## src/rtl/l2b_sio_pkg.sv

```systemverilog
// Shared definitions for the L2-bank-to-SIO response transmitter: header
// field positions, FSM states and the per-halfword bus parity.
package l2b_sio_pkg;

  localparam int unsigned OPES_MSB = 23;
  localparam int unsigned OPES_LSB = 20;
  localparam int unsigned CBA_MSB  = 19;
  localparam int unsigned CBA_LSB  = 16;
  localparam int unsigned TAG_MSB  = 15;
  localparam int unsigned TAG_LSB  = 0;

  localparam int unsigned DATA_BEATS_DFLT = 16;

  typedef enum logic [1:0] {
    IDLE,
    HDR,
    DATA
  } state_e;

  // Bit 1 covers the upper halfword, bit 0 the lower halfword.
  function automatic logic [1:0] sio_parity(input logic [31:0] d);
    return {^d[31:16], ^d[15:0]};
  endfunction

endpackage

```

## src/rtl/l2b_sio_rsp_tx_credit_ctr.sv

```systemverilog
// SIO response-buffer credit counter with saturation at the reset value
// and a sticky overflow flag for credits returned while already full.
module l2b_sio_credit_ctr #(
  parameter int unsigned NUM_CREDITS = 4,
  parameter int unsigned CREDIT_W    = 3
) (
  input  logic clk,
  input  logic rst_l,
  input  logic accept,
  input  logic credit_ret,
  output logic credit_nz,
  output logic credit_ovf
);

  localparam logic [CREDIT_W-1:0] FULL = CREDIT_W'(NUM_CREDITS);
  localparam logic [CREDIT_W-1:0] ONE  = CREDIT_W'(1);

  logic [CREDIT_W-1:0] cnt_q, cnt_d;
  logic                ovf_q, ovf_d;

  always_comb begin
    cnt_d = cnt_q;
    ovf_d = ovf_q;
    unique case ({accept, credit_ret})
      2'b10: cnt_d = cnt_q - ONE;
      2'b01: begin
        if (cnt_q == FULL) ovf_d = 1'b1;
        else               cnt_d = cnt_q + ONE;
      end
      default: ;
    endcase
  end

  always_ff @(posedge clk) begin
    if (!rst_l) begin
      cnt_q <= FULL;
      ovf_q <= 1'b0;
    end else begin
      cnt_q <= cnt_d;
      ovf_q <= ovf_d;
    end
  end

  assign credit_nz  = (cnt_q != '0);
  assign credit_ovf = ovf_q;

endmodule

```

## src/rtl/l2b_sio_rsp_tx.sv

```systemverilog
// L2-bank-side SIO response transmitter: one registered header cycle per
// accepted request, followed by DATA_BEATS line words for read responses.
module l2b_sio_rsp_tx
  import l2b_sio_pkg::*;
#(
  parameter int unsigned NUM_CREDITS = 4,
  parameter int unsigned CREDIT_W    = 3,
  parameter int unsigned DATA_BEATS  = DATA_BEATS_DFLT
) (
  input  logic                     iol2clk,
  input  logic                     rst_l,
  input  logic                     req_vld,
  output logic                     req_rdy,
  input  logic [3:0]               req_opes,
  input  logic [3:0]               req_cba,
  input  logic [15:0]              req_tag,
  input  logic                     req_has_data,
  input  logic                     req_ue,
  input  logic [DATA_BEATS*32-1:0] req_data,
  input  logic                     sio_l2b_credit,
  output logic                     l2b_sio_ctag_vld,
  output logic [31:0]              l2b_sio_data,
  output logic [1:0]               l2b_sio_parity,
  output logic                     l2b_sio_ue_err,
  output logic                     credit_ovf
);

  localparam int unsigned LINE_W = DATA_BEATS * 32;
  localparam int unsigned BEAT_W = (DATA_BEATS > 1) ? $clog2(DATA_BEATS) : 1;
  localparam logic [BEAT_W-1:0] LAST_BEAT = BEAT_W'(DATA_BEATS - 1);

  state_e              state_q, state_d;
  logic [BEAT_W-1:0]   beat_q, beat_d;
  logic                has_data_q, has_data_d;
  logic [LINE_W-1:0]   line_q, line_d;
  logic                ctag_vld_q, ctag_vld_d;
  logic [31:0]         data_q, data_d;
  logic [1:0]          parity_q, parity_d;
  logic                ue_q, ue_d;

  logic                credit_nz;
  logic                accept;
  logic [31:0]         hdr;
  logic [31:0]         line_words [DATA_BEATS];

  assign req_rdy = (state_q == IDLE) && credit_nz;
  assign accept  = req_vld && req_rdy;

  l2b_sio_credit_ctr #(
    .NUM_CREDITS (NUM_CREDITS),
    .CREDIT_W    (CREDIT_W)
  ) u_credit_ctr (
    .clk        (iol2clk),
    .rst_l      (rst_l),
    .accept     (accept),
    .credit_ret (sio_l2b_credit),
    .credit_nz  (credit_nz),
    .credit_ovf (credit_ovf)
  );

  always_comb begin
    hdr                   = '0;
    hdr[OPES_MSB:OPES_LSB] = req_opes;
    hdr[CBA_MSB:CBA_LSB]   = req_cba;
    hdr[TAG_MSB:TAG_LSB]   = req_tag;
  end

  // Word 0 is the most significant word of the line.
  always_comb begin
    for (int unsigned i = 0; i < DATA_BEATS; i++) begin
      line_words[i] = line_q[LINE_W-1-32*i -: 32];
    end
  end

  // Output registers load the value for the state being entered, so the
  // header appears the cycle after accept without a separate capture stage.
  always_comb begin
    state_d    = state_q;
    beat_d     = beat_q;
    has_data_d = has_data_q;
    line_d     = line_q;
    ctag_vld_d = 1'b0;
    data_d     = '0;
    ue_d       = 1'b0;

    unique case (state_q)
      IDLE: begin
        if (accept) begin
          state_d    = HDR;
          has_data_d = req_has_data;
          if (req_has_data) line_d = req_data;
          ctag_vld_d = 1'b1;
          data_d     = hdr;
          ue_d       = req_ue;
        end
      end
      HDR: begin
        beat_d  = '0;
        state_d = has_data_q ? DATA : IDLE;
      end
      DATA: begin
        if (beat_q == LAST_BEAT) begin
          state_d = IDLE;
          beat_d  = '0;
        end else begin
          beat_d = beat_q + BEAT_W'(1);
        end
      end
      default: state_d = IDLE;
    endcase

    if (state_d == DATA) data_d = line_words[beat_d];
    parity_d = sio_parity(data_d);
  end

  always_ff @(posedge iol2clk) begin
    if (!rst_l) begin
      state_q    <= IDLE;
      beat_q     <= '0;
      has_data_q <= 1'b0;
      line_q     <= '0;
      ctag_vld_q <= 1'b0;
      data_q     <= '0;
      parity_q   <= '0;
      ue_q       <= 1'b0;
    end else begin
      state_q    <= state_d;
      beat_q     <= beat_d;
      has_data_q <= has_data_d;
      line_q     <= line_d;
      ctag_vld_q <= ctag_vld_d;
      data_q     <= data_d;
      parity_q   <= parity_d;
      ue_q       <= ue_d;
    end
  end

  assign l2b_sio_ctag_vld = ctag_vld_q;
  assign l2b_sio_data     = data_q;
  assign l2b_sio_parity   = parity_q;
  assign l2b_sio_ue_err   = ue_q;

endmodule
```

## config.mk

```make
export PLATFORM = sky130hd
export DESIGN_NAME = l2b_sio_rsp_tx
export DESIGN_NICKNAME = d
export VERILOG_FILES = /design/src/rtl/l2b_sio_pkg.sv /design/src/rtl/l2b_sio_rsp_tx_credit_ctr.sv /design/src/rtl/l2b_sio_rsp_tx.sv
export SDC_FILE = /design/constraint.sdc
export NUM_CORES = 1
export LEC_CHECK = 0
export ABC_AREA = 1
export CELL_PAD_IN_SITES_DETAIL_PLACEMENT = 0
export CELL_PAD_IN_SITES_GLOBAL_PLACEMENT = 1
export CORE_MARGIN = 2
export CORE_UTILIZATION = 32
export DETAILED_ROUTE_END_ITERATION = 8
export PLACE_DENSITY_LB_ADDON = 0.1
export SKIP_LAST_GASP = 1
export SLEW_MARGIN = 20
export SYNTH_ARGS = -nofsm -noshare
export SYNTH_HDL_FRONTEND = slang
export SYNTH_SLANG_ARGS = --single-unit
```

## constraint.sdc

```tcl
create_clock -name iol2clk -period 2.5 [get_ports iol2clk]
set_input_delay 0.5 -clock iol2clk [delete_from_list [all_inputs] [get_ports iol2clk]]
set_output_delay 0.5 -clock iol2clk [all_outputs]
set_load 0.05 [all_outputs]
```

==> metrics list, run 1 <==
* Outcome: finished, violations left
- Violations in the final reports: negative setup slack
* Final count of hold timing violations: 0
* Proportion of synthesized chip area in sequential cells: 0.431
- Yosys Warn Count: 0
- Maximum level of the CTS H-tree: 3
* Starting DRC count in detailed routing: 1904
- Static timing analysis puts the maximum clock frequency at 0.346 GHz.
* Tightest Hold Check Type: in2reg
- Type of origin of the critical path: flop
- The largest individual stage delay along the critical path comes from the cell dfxtp_2.
- Global placement routability congestion: 0.883
- Leaving out fill and tap cells, the most frequent cell in the layout is nand3_1.
* Placed Cells incl. Taps: 5399
- Initial core utilization: 0.323
- Clock period minus final worst setup slack: 2890 ps
* Final Max Slew Viols: 0
- Flop2flop setup slack: -390 ps
* I/O pin cnt: 580
- Per-cell via count in the routed design: 5.11
- Number of setup violations in the final report: 7
- In the routed design, unresolved DRC markers number 0.
- Number of nets produced by synthesis: 4377
* Avg Inst Size Synth: 6.78 µm²
* Clock sinks: 559
- Final instance area: 0.0397 mm²
- DIE WIDTH: 289 µm
- In this run the critical register-to-register path is launched from state_q[1].
- Across the VDD grid, the largest voltage drop is 0.000466 V.
- Arrival time at the worst endpoint: 3400 ps
- In the final layout, flip-flops and latches occupy 0.0112 mm².
- Multi-input combinational cell area: 0.0141 mm²
- Number of antenna violations at the first check in global routing: 3
- Sort of element at the end of the critical path: flop
- Unique cell type count in the Yosys netlist: 30
- The worst hold path passes through 3 cells.
- The pre-antenna-repair detailed-routing pass consisted of 5 iterations.
- At the end of the flow the core is filled with cells to 0.494.
* Die Span Y: 289 µm
* Power density cells: 695 mW/mm²
* Worst-case setup slack after placement: -594 ps
- For this run, the post-layout net count is 5007.
- Slew @ Worst Pin: 702 ps
- Clock tree from TritonCTS: yes
* DR vias: 28500
- Std cell rows: 104
- After clock tree synthesis, the clock-pin slew on the worst setup and hold paths is 60 ps.
- Static Leakage: 15.2 nW
* Worst-case hold slack: 302 ps
* Estimated wirelength of the detail-placed design: 87100 µm
* Stages on the worst setup path: 20
- In this run the critical register-to-register path is captured at l2b_sio_parity[1].
- The first global-routing pass estimated 175000 µm of wire.
- Setup repair after global routing could not meet its margin everywhere.
- Source-to-sink clock delay at the later pin of the worst-skew pair: 620 ps
* Maximum number of buffers from clock root to sink: 3
* MaxCap Viol Count: 0
- The kind of cell with the highest combined delay along the critical path is simple AND/OR/NAND/NOR gates.
- The total overflow left after global routing is 0.
- Summed over all layers, the routed wires come to 120000 µm.
- Clock Skew: 26.6 ps
- The cell that appears most often on the critical path is nand2_1.
- Total of fill cells in the finished design: 8041
* Required time of the worst setup path: 3010 ps
* Vias in the first global route: 27700
- Area growth from synthesis to final layout: 53.0%
- Post-route setup TNS: -1260 ps
- DR WL/cell: 21.5 µm
* Seq cells post-synth: 559
- Number of cells on the worst reg-to-reg path: 20
- Slew HR: 0.532
* Die Outline Area: 0.0834 mm²
- In this run the tool buffered the top-level ports with 579 buffer cells.
* Crit-path cells: inv_2 > ha_4 > buf_4 > o21ai_4 > buf_12 > buf_12 > buf_16 > nand3_1 > nand3_1 > nand3_4 > nand2_2 > nand2_1 > nand2_2 > nand2_1 > nand2_1 > nand2_1 > nand2_1 > nand3_2 > a21oi_2 > nor2_1
* Category of the critical setup timing path: reg2reg
- In the layout the commonest cells are nand3_1 (858), nand2_1 (835), clkdlybuf4s50_1 (576), dfxtp_1 (555), a21oi_1 (518).
- Cells after synthesis: 3829
- Cell at the root of the clock tree: clkbuf_16
- Share of post-route cells with drive strength above 1: 0.163
* Portion of the clock cycle consumed by the worst path in the final layout: 1.16
- Filler-free cell count of the finished design: 5573
* Largest fanout of any net on the critical path: 18
* Count of buffer and inverter cells on the critical path: 5
- Summing every instance area after synthesis gives 0.0260 mm².
- Following the worst setup path forward leads to its endpoint at l2b_sio_parity[1].
- Total clock buffers created by CTS: 66
- In this run the standard cell core region covers 0.0804 mm².
* Pin count of the biggest net entering global routing: 89
- Post-route total power: 27.6 mW
* Worst Setup SP: state_q[1]
- Once placement finished, the instance area stood at 0.0348 mm².
- For this run, the total global-route usage over all layers was measured as 0.278.
* Count of nets left with antenna violations after detail routing: 0
- Worst setup slack after layout: -391 ps
- In this design, the stage delay of the slowest critical-path cell is 340 ps.
-- sequential cells by signal (all words and copies together) (netlist names) --
register,cells
u_credit_ctr.cnt_q,3
state_q,2
beat_q,4
u_credit_ctr.credit_ovf,1
l2b_sio_parity,2
l2b_sio_ue_err,1
l2b_sio_data,32
line_q,512
l2b_sio_ctag_vld,1
has_data_q,1
-- area by class of cell --
type                       instances  share of cell area
sequential                       559               0.282
multi-input combinational       2720               0.354
timing repair buffer             906               0.251
clock buffer                     101              0.0512
inverter                         206              0.0205
clock inverter                    20             0.00762
antenna                            1           0.0000630
tap                             1060              0.0334
-- synthesized netlist by cell type --
cell type	count	area (µm²)
nor3_1	2	10.0
clkinv_1	3	11.3
inv_1	193	724
inv_2	10	37.5
o211ai_1	4	30.0
nand2_4	3	33.8
nand2_1	901	3380
nand3_1	1026	5130
a21oi_1	521	2610
o21ai_0	176	881
o21a_1	1	7.51
a22oi_2	1	12.5
o21bai_1	1	7.51
clkbuf_1	224	841
buf_4	19	143
nand2_2	1	6.26
buf_1	18	67.6
o21ai_1	6	30.0
buf_2	84	420
a21boi_2	1	11.3
or2_2	1	6.26
nand4_1	1	6.26
ha_1	5	62.6
nor2_1	61	229
dfxtp_1	559	11200
nor2_4	1	11.3
fa_1	1	20.0
a21boi_1	3	22.5
nor3b_1	1	7.51
buf_6	1	11.3
-- report_power, final --
group / internal [mW] / switching (mW) / leakage (nW) / total [mW]
clock network: 6.27 / 4.09 / 1.15 / 10.4
logic: 3.19 / 4.14 / 9.46 / 7.33
registers: 9.61 / 0.312 / 4.57 / 9.92
-- layer usage --
metal,GRT usage,share of wire,vias up
li1,-,-,14100
met1,0.373,0.44,13400
met2,0.462,0.47,832
met3,0.0383,0.053,182
met4,0.0896,0.035,4
met5,0,0.00022,-
-- worst min path at each step --
| stage | end | slack (ps) | from |
|---|---|---|---|
| floorplan | line_q[312] | 420 | line_q[312] |
| global placement | line_q[449] | 440 | line_q[449] |
| detailed placement | line_q[449] | 440 | line_q[449] |
| CTS | line_q[208] | 260 | req_has_data |
| global route | line_q[358] | 290 | req_has_data |
| finish | line_q[246] | 300 | req_has_data |
-- cells by family after synthesis --
family,share of synthesized area
and+or+nand+nor,0.340
AOI/OAI and AO/OA,0.139
DFF,0.431
buffers and inverters,0.0869
adders and majority gates,0.00318
-- worst min-delay path, delay by kind of cell --
kind                   cells  cell delay, ps
and+or+nand+nor            1             120
buffers and inverters      1             190
AOI/OAI and AO/OA          1              60
-- what timing repair did --
item | in CTS | in global routing
cloned | 19 | 1
buffers inserted | 35 | 4
endpoints found under the setup margin | 67 | 30
hold buffers | 0 | 0
gates resized for setup | 303 | 98
pin swaps | 100 | 40
No activity file was read; power rests on OpenSTA's default activity.
==> run 2: changes to the inputs <==
Settings changed: CAP_MARGIN from default to 10, CTS_CLUSTER_SIZE from default to 24.
==> run 2 against run 1 <==
  * The flow still finishes with violations (negative setup slack)
  * Clock power hardly changed
  * Global-route usage is the same
  * Register-to-register slack about the same
  * Combinational power is 4.4% higher
  * Core utilization grew 0.97 points
  * Count of clock-buffer cells in the layout fell by 2
==> metrics list, run 2 (synthesis results as in run 1) <==
- The flow ran to the end, but the final reports show violations.
- The checks that failed: negative setup slack.
* Pin count of the biggest net entering global routing: 89
* Placed Cells incl. Taps: 5399
- Maximum number of buffers from clock root to sink: 3
* Largest reg by FF count: line_q
- Total Nets Final: 5015
* Hold path cells: 3
- Setup crit end: l2b_sio_parity[0]
* Arrival time at the worst endpoint: 3390 ps
* Count of nets left with antenna violations after detail routing: 0
* Detailed-router iteration count before antenna repair: 6
- Buffers placed on the I/O ports in this run total 579.
* Area of the core: 0.0804 mm²
* Number of setup violations in the final report: 8
- TritonCTS built the clock tree.
- In the routed layout, each cell is associated on average with a via count of 5.14.
* Number of antenna violations at the first check in global routing: 3
- Area growth from synthesis to final layout: 56.0%
- Sort of element at the end of the critical path: flop
- Final Util: 0.504
- In this run the vertical extent of the chip is 289 µm.
- Unrepaired setup endpoints after global routing: true
- After clock tree synthesis, the clock-pin slew on the worst setup and hold paths is 60 ps.
* Required time of the worst setup path: 3010 ps
- The first global-routing pass estimated 175000 µm of wire.
- STA classifies the critical path startpoint as a flop.
- On the worst path, the slowest cell contributes a delay of 340 ps.
* Met3 wire len: 6450 µm
- Once layout is complete, the cells apart from fillers number 5581.
- For this design the top-level I/O count stands at 580.
- Flop2flop setup slack: -380 ps
* GR Util All Layers: 0.278
- Global-route congestion overflow total: 0
- Commonest non-fill, non-tap cell in the layout: nand3_1
- Once routing completed, OpenROAD measured the worst setup slack at -381 ps.
- The most critical setup path has its startpoint at state_q[1].
- Max-cap violations in this run came to 0.
- Largest register FFs: 512
- The worst register-to-register path begins at state_q[1].
* Largest fanout of any net on the critical path: 7
* Final Max Slew Viols: 0
- After detailed routing, the met2 layer carries 56800 µm of wire.
- Clock Skew: 22.4 ps
- Global placement routability congestion: 0.883
- After layout, the minimum clock period comes to 2880 ps.
* Aggregate routed wire length: 122000 µm
- Dividing the detail-routed wire length by the instance count gives 21.8 µm.
* Die Outline Area: 0.0834 mm²
* Length of routed wiring on met1: 53500 µm
- In this run the number of H-tree levels came out at 3.
* Total clock buffers created by CTS: 66
- For this design, the slowest cell found on the critical path is dfxtp_2.
- DIE WIDTH: 289 µm
* Std cell rows: 104
- Cell at the root of the clock tree: clkbuf_16
- Summed over all nets, the half-perimeter wirelength after detailed placement is 87100 µm.
- In this run the critical register-to-register path is captured at l2b_sio_parity[0].
* Number of cells on the worst reg-to-reg path: 24
- After detailed routing, no signal wire sits above met5.
* Static Leakage: 15.5 nW
- For this run, the top clock speed supported by timing is 0.347 GHz.
- The library cells used most frequently in the layout, excluding fill and tap cells, are nand3_1 (807), nand2_1 (802), clkdlybuf4s50_1 (576), dfxtp_1 (556), a21oi_1 (518).
- Power density cells: 693 mW/mm²
- For this design, the sink count on the clock tree is 559.
- Of the available clock period, the critical path in the final layout requires 1.15.
- Crit-path cells: inv_2 > ha_4 > inv_4 > buf_12 > nand2_8 > a21boi_4 > buf_12 > buf_12 > buf_8 > nand2_1 > nand3_2 > nand3_4 > nand3_4 > nand3_2 > nand2_1 > nand2_1 > nand2_1 > nand2_1 > nand2_1 > nand2_1 > nand2_2 > nand2_1 > nand2_1 > nor2_1
- Worst ir drop on vdd: 0.000463 V
- Final count of hold timing violations: 0
- Measured against its own limit, the worst slew margin works out to 0.553.
* Share of post-route cells with drive strength above 1: 0.183
- For this configuration, the core starts out at a cell density of 0.323.
- Worst-case hold slack: 307 ps
- Slew @ Worst Pin: 668 ps
* Vias in the first global route: 27700
- DR vias: 28700
- Starting DRC count in detailed routing: 1976
* Category of the critical setup timing path: reg2reg
- Among the stages of the critical path, the cell type that occurs most often is nand2_1.
* Tightest Hold Check Type: in2reg
- Remaining DRCs: 0
* Source-to-sink clock delay at the later pin of the worst-skew pair: 620 ps
==> run 2: changes by cell type in the layout (fill, tap and decap cells not counted), moves of 5 or more <==
cell,change
nand3_4,+16
nand2_2,+21
nand3_2,+35
clkbuf_16,+5
nand3_1,-51
nand2_4,+12
nand2_1,-33
==> run 2: metal layers <==
| metal | global-route usage | vias to the layer above |
|---|---|---|
| li1 | - | 14100 |
| met1 | 0.372 | 13500 |
| met2 | 0.462 | 841 |
| met3 | 0.0388 | 202 |
| met4 | 0.0914 | 4 |
| met5 | 0 | - |
==> run 2: what timing repair did <==
action	4_1_cts	5_1_grt
pin swaps	100	95
setup buffers	35	9
gates resized for setup	303	231
endpoints found under the setup margin	69	30
cloned	19	6
hold buffers	0	0
==> run 2: area by class of cell <==
class / instances / area [µm²]
repair buffers: 914 / 10200
flip-flops and latches: 559 / 11200
clock buffers: 99 / 2010
diodes: 1 / 2.50
inverters: 206 / 827
fillers: 7989 / 39900
clock inverters: 22 / 359
multi-input cells: 2720 / 14600
well taps: 1060 / 1330
==> run 2: power by group <==
group	total (mW)	leakage, nW	internal (mW)	switching, mW
clock	10.5	1.16	6.41	4.10
combinational	7.65	9.74	3.33	4.33
sequential	9.93	4.57	9.61	0.313
==> run 2: how the worst min path moves through the flow <==
stage                 start          end  slack [ps]
2_1_floorplan   line_q[312]  line_q[312]         420
3_3_place_gp    line_q[449]  line_q[449]         440
3_5_place_dp    line_q[449]  line_q[449]         440
4_1_cts        req_has_data  line_q[358]         270
5_1_grt        req_has_data  line_q[358]         290
6_report       req_has_data  line_q[358]         310
==> run 2: critical path: cells and delay by family, from the launching register on <==
kind,cells,cell delay (ps)
buf+inv,6,590
flops,1,340
fa+ha+maj,1,280
compound gates,1,250
simple gates,16,1300
==> run 2: through the flow <==
stage               total power, mW  instance area, µm²  TNS (ps)  setup slack (ps)
floorplan                      13.4               26000         0              20.8
global placement               16.4               34800    -37850              -587
detailed placement             16.4               34800    -34140              -594
CTS                            27.8               39300     -1240              -323
global route                   29.3               40500     -3000              -523
finish                         28.1               40500     -1270              -381
==> run 3: changes to the inputs <==
Settings changed: CORE_UTILIZATION 32 to 38, SETUP_SLACK_MARGIN from default to 0.05.
Clock period 2.5 ns to 3.4 ns, I/O delays scaled along.
==> run 3 against run 2 <==
  * Sequential power is 27% lower
  * Maximum frequency decreased by 10%
  * Core utilization increased by 2.8 points
  * Largest cell class unchanged
  * Flip-flop and latch count is the same
  * Clock power fell by 31%
  * Critical path type unchanged
  * Combinational power is 41% lower
  * The run now ends clean
  * Global-route usage is 1.7 points higher
  * Routed wire length is 8.7% lower
  * Sequential share of layout area rose by 3.6 points
  * Hold slack improved by 150 ps
  * Highest routed layer unchanged
  * Via count is 2.7% lower
  * Die area decreased by 16%
==> metrics list, run 3 (synthesis results as in run 1) <==
- The run finished with clean final reports.
- Of the available clock period, the critical path in the final layout requires 0.943.
* Post-route setup TNS: 0 ps
- Total clock buffers created by CTS: 66
* I/O pin cnt: 580
- Routability-driven placement finished with a final weighted congestion of 0.874.
- Count of nets left with antenna violations after detail routing: 0
- GR Util All Layers: 0.296
- Critical Path Max Stage Delay: 370 ps
* Total Nets Final: 4815
* Initial core utilization: 0.385
- For this run, design rule violations remaining after detail routing come to 0.
- Crit-path cells: inv_1 > ha_1 > inv_2 > nor2_4 > nand2_8 > buf_16 > buf_4 > nand3_1 > nand3_1 > nand3_1 > nand3_1 > nand3_1 > nand2_1 > nand2_1 > nand2_1 > nand2_1 > nand2_1 > nand2_1 > nand3_1 > nand2_1 > nor2_1
- Slew @ Worst Pin: 672 ps
- Post-cts hold buffer count: 0
* MaxCap Viol Count: 0
- Final Util: 0.532
- Cell at the root of the clock tree: clkbuf_16
* Clock tree from TritonCTS: yes
* Number of antenna violations at the first check in global routing: 2
- Per-cell via count in the routed design: 5.38
* Worst-case hold slack: 453 ps
* Final count of hold timing violations: 0
- Static Leakage: 13.6 nW
- Required time of the worst setup path: 3890 ps
- Estimated wirelength of the detail-placed design: 77500 µm
- For the worst-skew pair, the clock arrives at the later sink with an insertion delay of 610 ps.
- The worst-case IR drop observed on VDD is 0.000278 V.
- First-pass GRT wire length: 160000 µm
* Unrepaired setup endpoints after global routing: true
* Tightest Hold Check Type: reg2reg
* Slew HR: 0.552
- Clock-pin slew was measured on the worst setup and hold paths at 60 ps.
* Maximum level of the CTS H-tree: 3
* DR vias: 27900
- Category of the critical setup timing path: reg2reg
- Ranked by flip-flop count, first place goes to line_q.
- Summed over all layers, the routed wires come to 111000 µm.
- By instance count, the cell type seen most on the critical path is nand2_1.
- Setup violations remaining at the end of the flow were counted as 0.
- Count of buffer and inverter cells on the critical path: 4
- Starting DRC count in detailed routing: 2935
- Port buffering added 579 buffers.
* Clock period minus final worst setup slack: 3210 ps
- The worst setup path is launched from a flop.
* Commonest non-fill, non-tap cells in the layout: nand3_1 (987), nand2_1 (893), clkdlybuf4s50_1 (577), dfxtp_1 (558), a21oi_1 (519)
- Die Span Y: 265 µm
- Clock Skew: 19.6 ps
* Busiest layer in global routing: met2
- Die Outline Area: 0.0704 mm²
* Commonest non-fill, non-tap cell in the layout: nand3_1
* Global-route congestion overflow total: 0
- Clock sinks: 559
- In the global route stage, met3 resource usage came out at 0.0430.
* Share of post-route cells with drive strength above 1: 0.0719
* Detailed-router iteration count before antenna repair: 6
- Met1 Track Usage GR: 0.399
- DIE WIDTH: 265 µm
- The clock passes through at most 3 buffers.
- Crit path max-delay cell type: dfxtp_1
* Sort of element at the end of the critical path: flop
* Std cell rows: 95
- For this run, global-route usage on met2 was measured as 0.483.
- The register with the most flip-flops in the layout has 512 of them.
- Pin count of the biggest net entering global routing: 109
- DR WL/cell: 21.4 µm
- Of all nets on the critical path, the largest fanout is 24.
- The cell family contributing the most delay on the critical path is simple AND/OR/NAND/NOR gates.
- The region available for standard cell placement spans 0.0674 mm².
- Compared with the post-synthesis result, the final layout area differs by 38.0%.
- The count of pins over their slew limit was 0.
- For this design the ratio of total power to cell area is 533 mW/mm².
- Arrival time at the worst endpoint: 3690 ps
- For this run, the top clock speed supported by timing is 0.312 GHz.
- The via count of the first global-routing pass was 26100.
run 3: final timing paths:
| check | start | endpoint | slack, ps | cells past startpoint |
|---|---|---|---|---|
| max reg2reg | state_q[0] | l2b_sio_parity[1] | 190 | 21 |
| min | line_q[147] | line_q[147] | 450 | 2 |
| min reg2reg | line_q[147] | line_q[147] | 450 | 2 |
| max | state_q[0] | l2b_sio_parity[1] | 190 | 21 |
run 3: area by class of cell:
cell class,instances,area (µm²)
Inverter,206,803
Tap cell,873,1090
Clock inverter,17,195
Antenna cell,1,2.50
Multi-Input combinational cell,2721,12900
Clock buffer,97,1990
Timing Repair inverter,2,17.5
Fill cell,6719,31600
Sequential cell,559,11200
Timing Repair Buffer,711,7610
run 3: layer usage:
layer / up-vias / routed length, µm / share of wire
met5: - / 30 / 0.00027
met4: 4 / 3760 / 0.034
met3: 168 / 7320 / 0.066
met2: 1012 / 51800 / 0.47
met1: 13000 / 48200 / 0.43
li1: 13700 / - / -
run 3: timing repair:
action / in CTS / in global routing
resized for setup: 1 / 71
gates cloned: 0 / 14
pin swaps: 0 / 8
endpoints found under the setup margin: 1 / 2
buffers inserted: 0 / 16
run 3: worst reg2reg max path, delay by kind of cell, from the launching register on:
family | cells | cell delay, ps
buf+inv | 4 | 570
simple gates | 16 | 1820
fa+ha+maj | 1 | 310
flops | 1 | 370
run 3: report_power, final:
part / leakage [nW] / total [mW] / internal (mW) / switching [mW]
Sequential: 4.57 / 7.29 / 7.07 / 0.221
Clock: 1.08 / 7.26 / 4.36 / 2.90
Combinational: 7.91 / 4.54 / 1.83 / 2.71
run 3: through the flow:
step | setup WS [ps] | total power, mW | std cells | cell area [µm²]
after floorplan | 390 | 9.80 | 3829 | 26000
after global placement | 88.7 | 11.7 | 5042 | 32800
after detailed placement | 58.9 | 11.7 | 5042 | 32800
after CTS | 99.5 | 18.9 | 5156 | 35000
after global routing | 28.1 | 19.9 | 5186 | 35800
final | 195 | 19.1 | 5187 | 35800
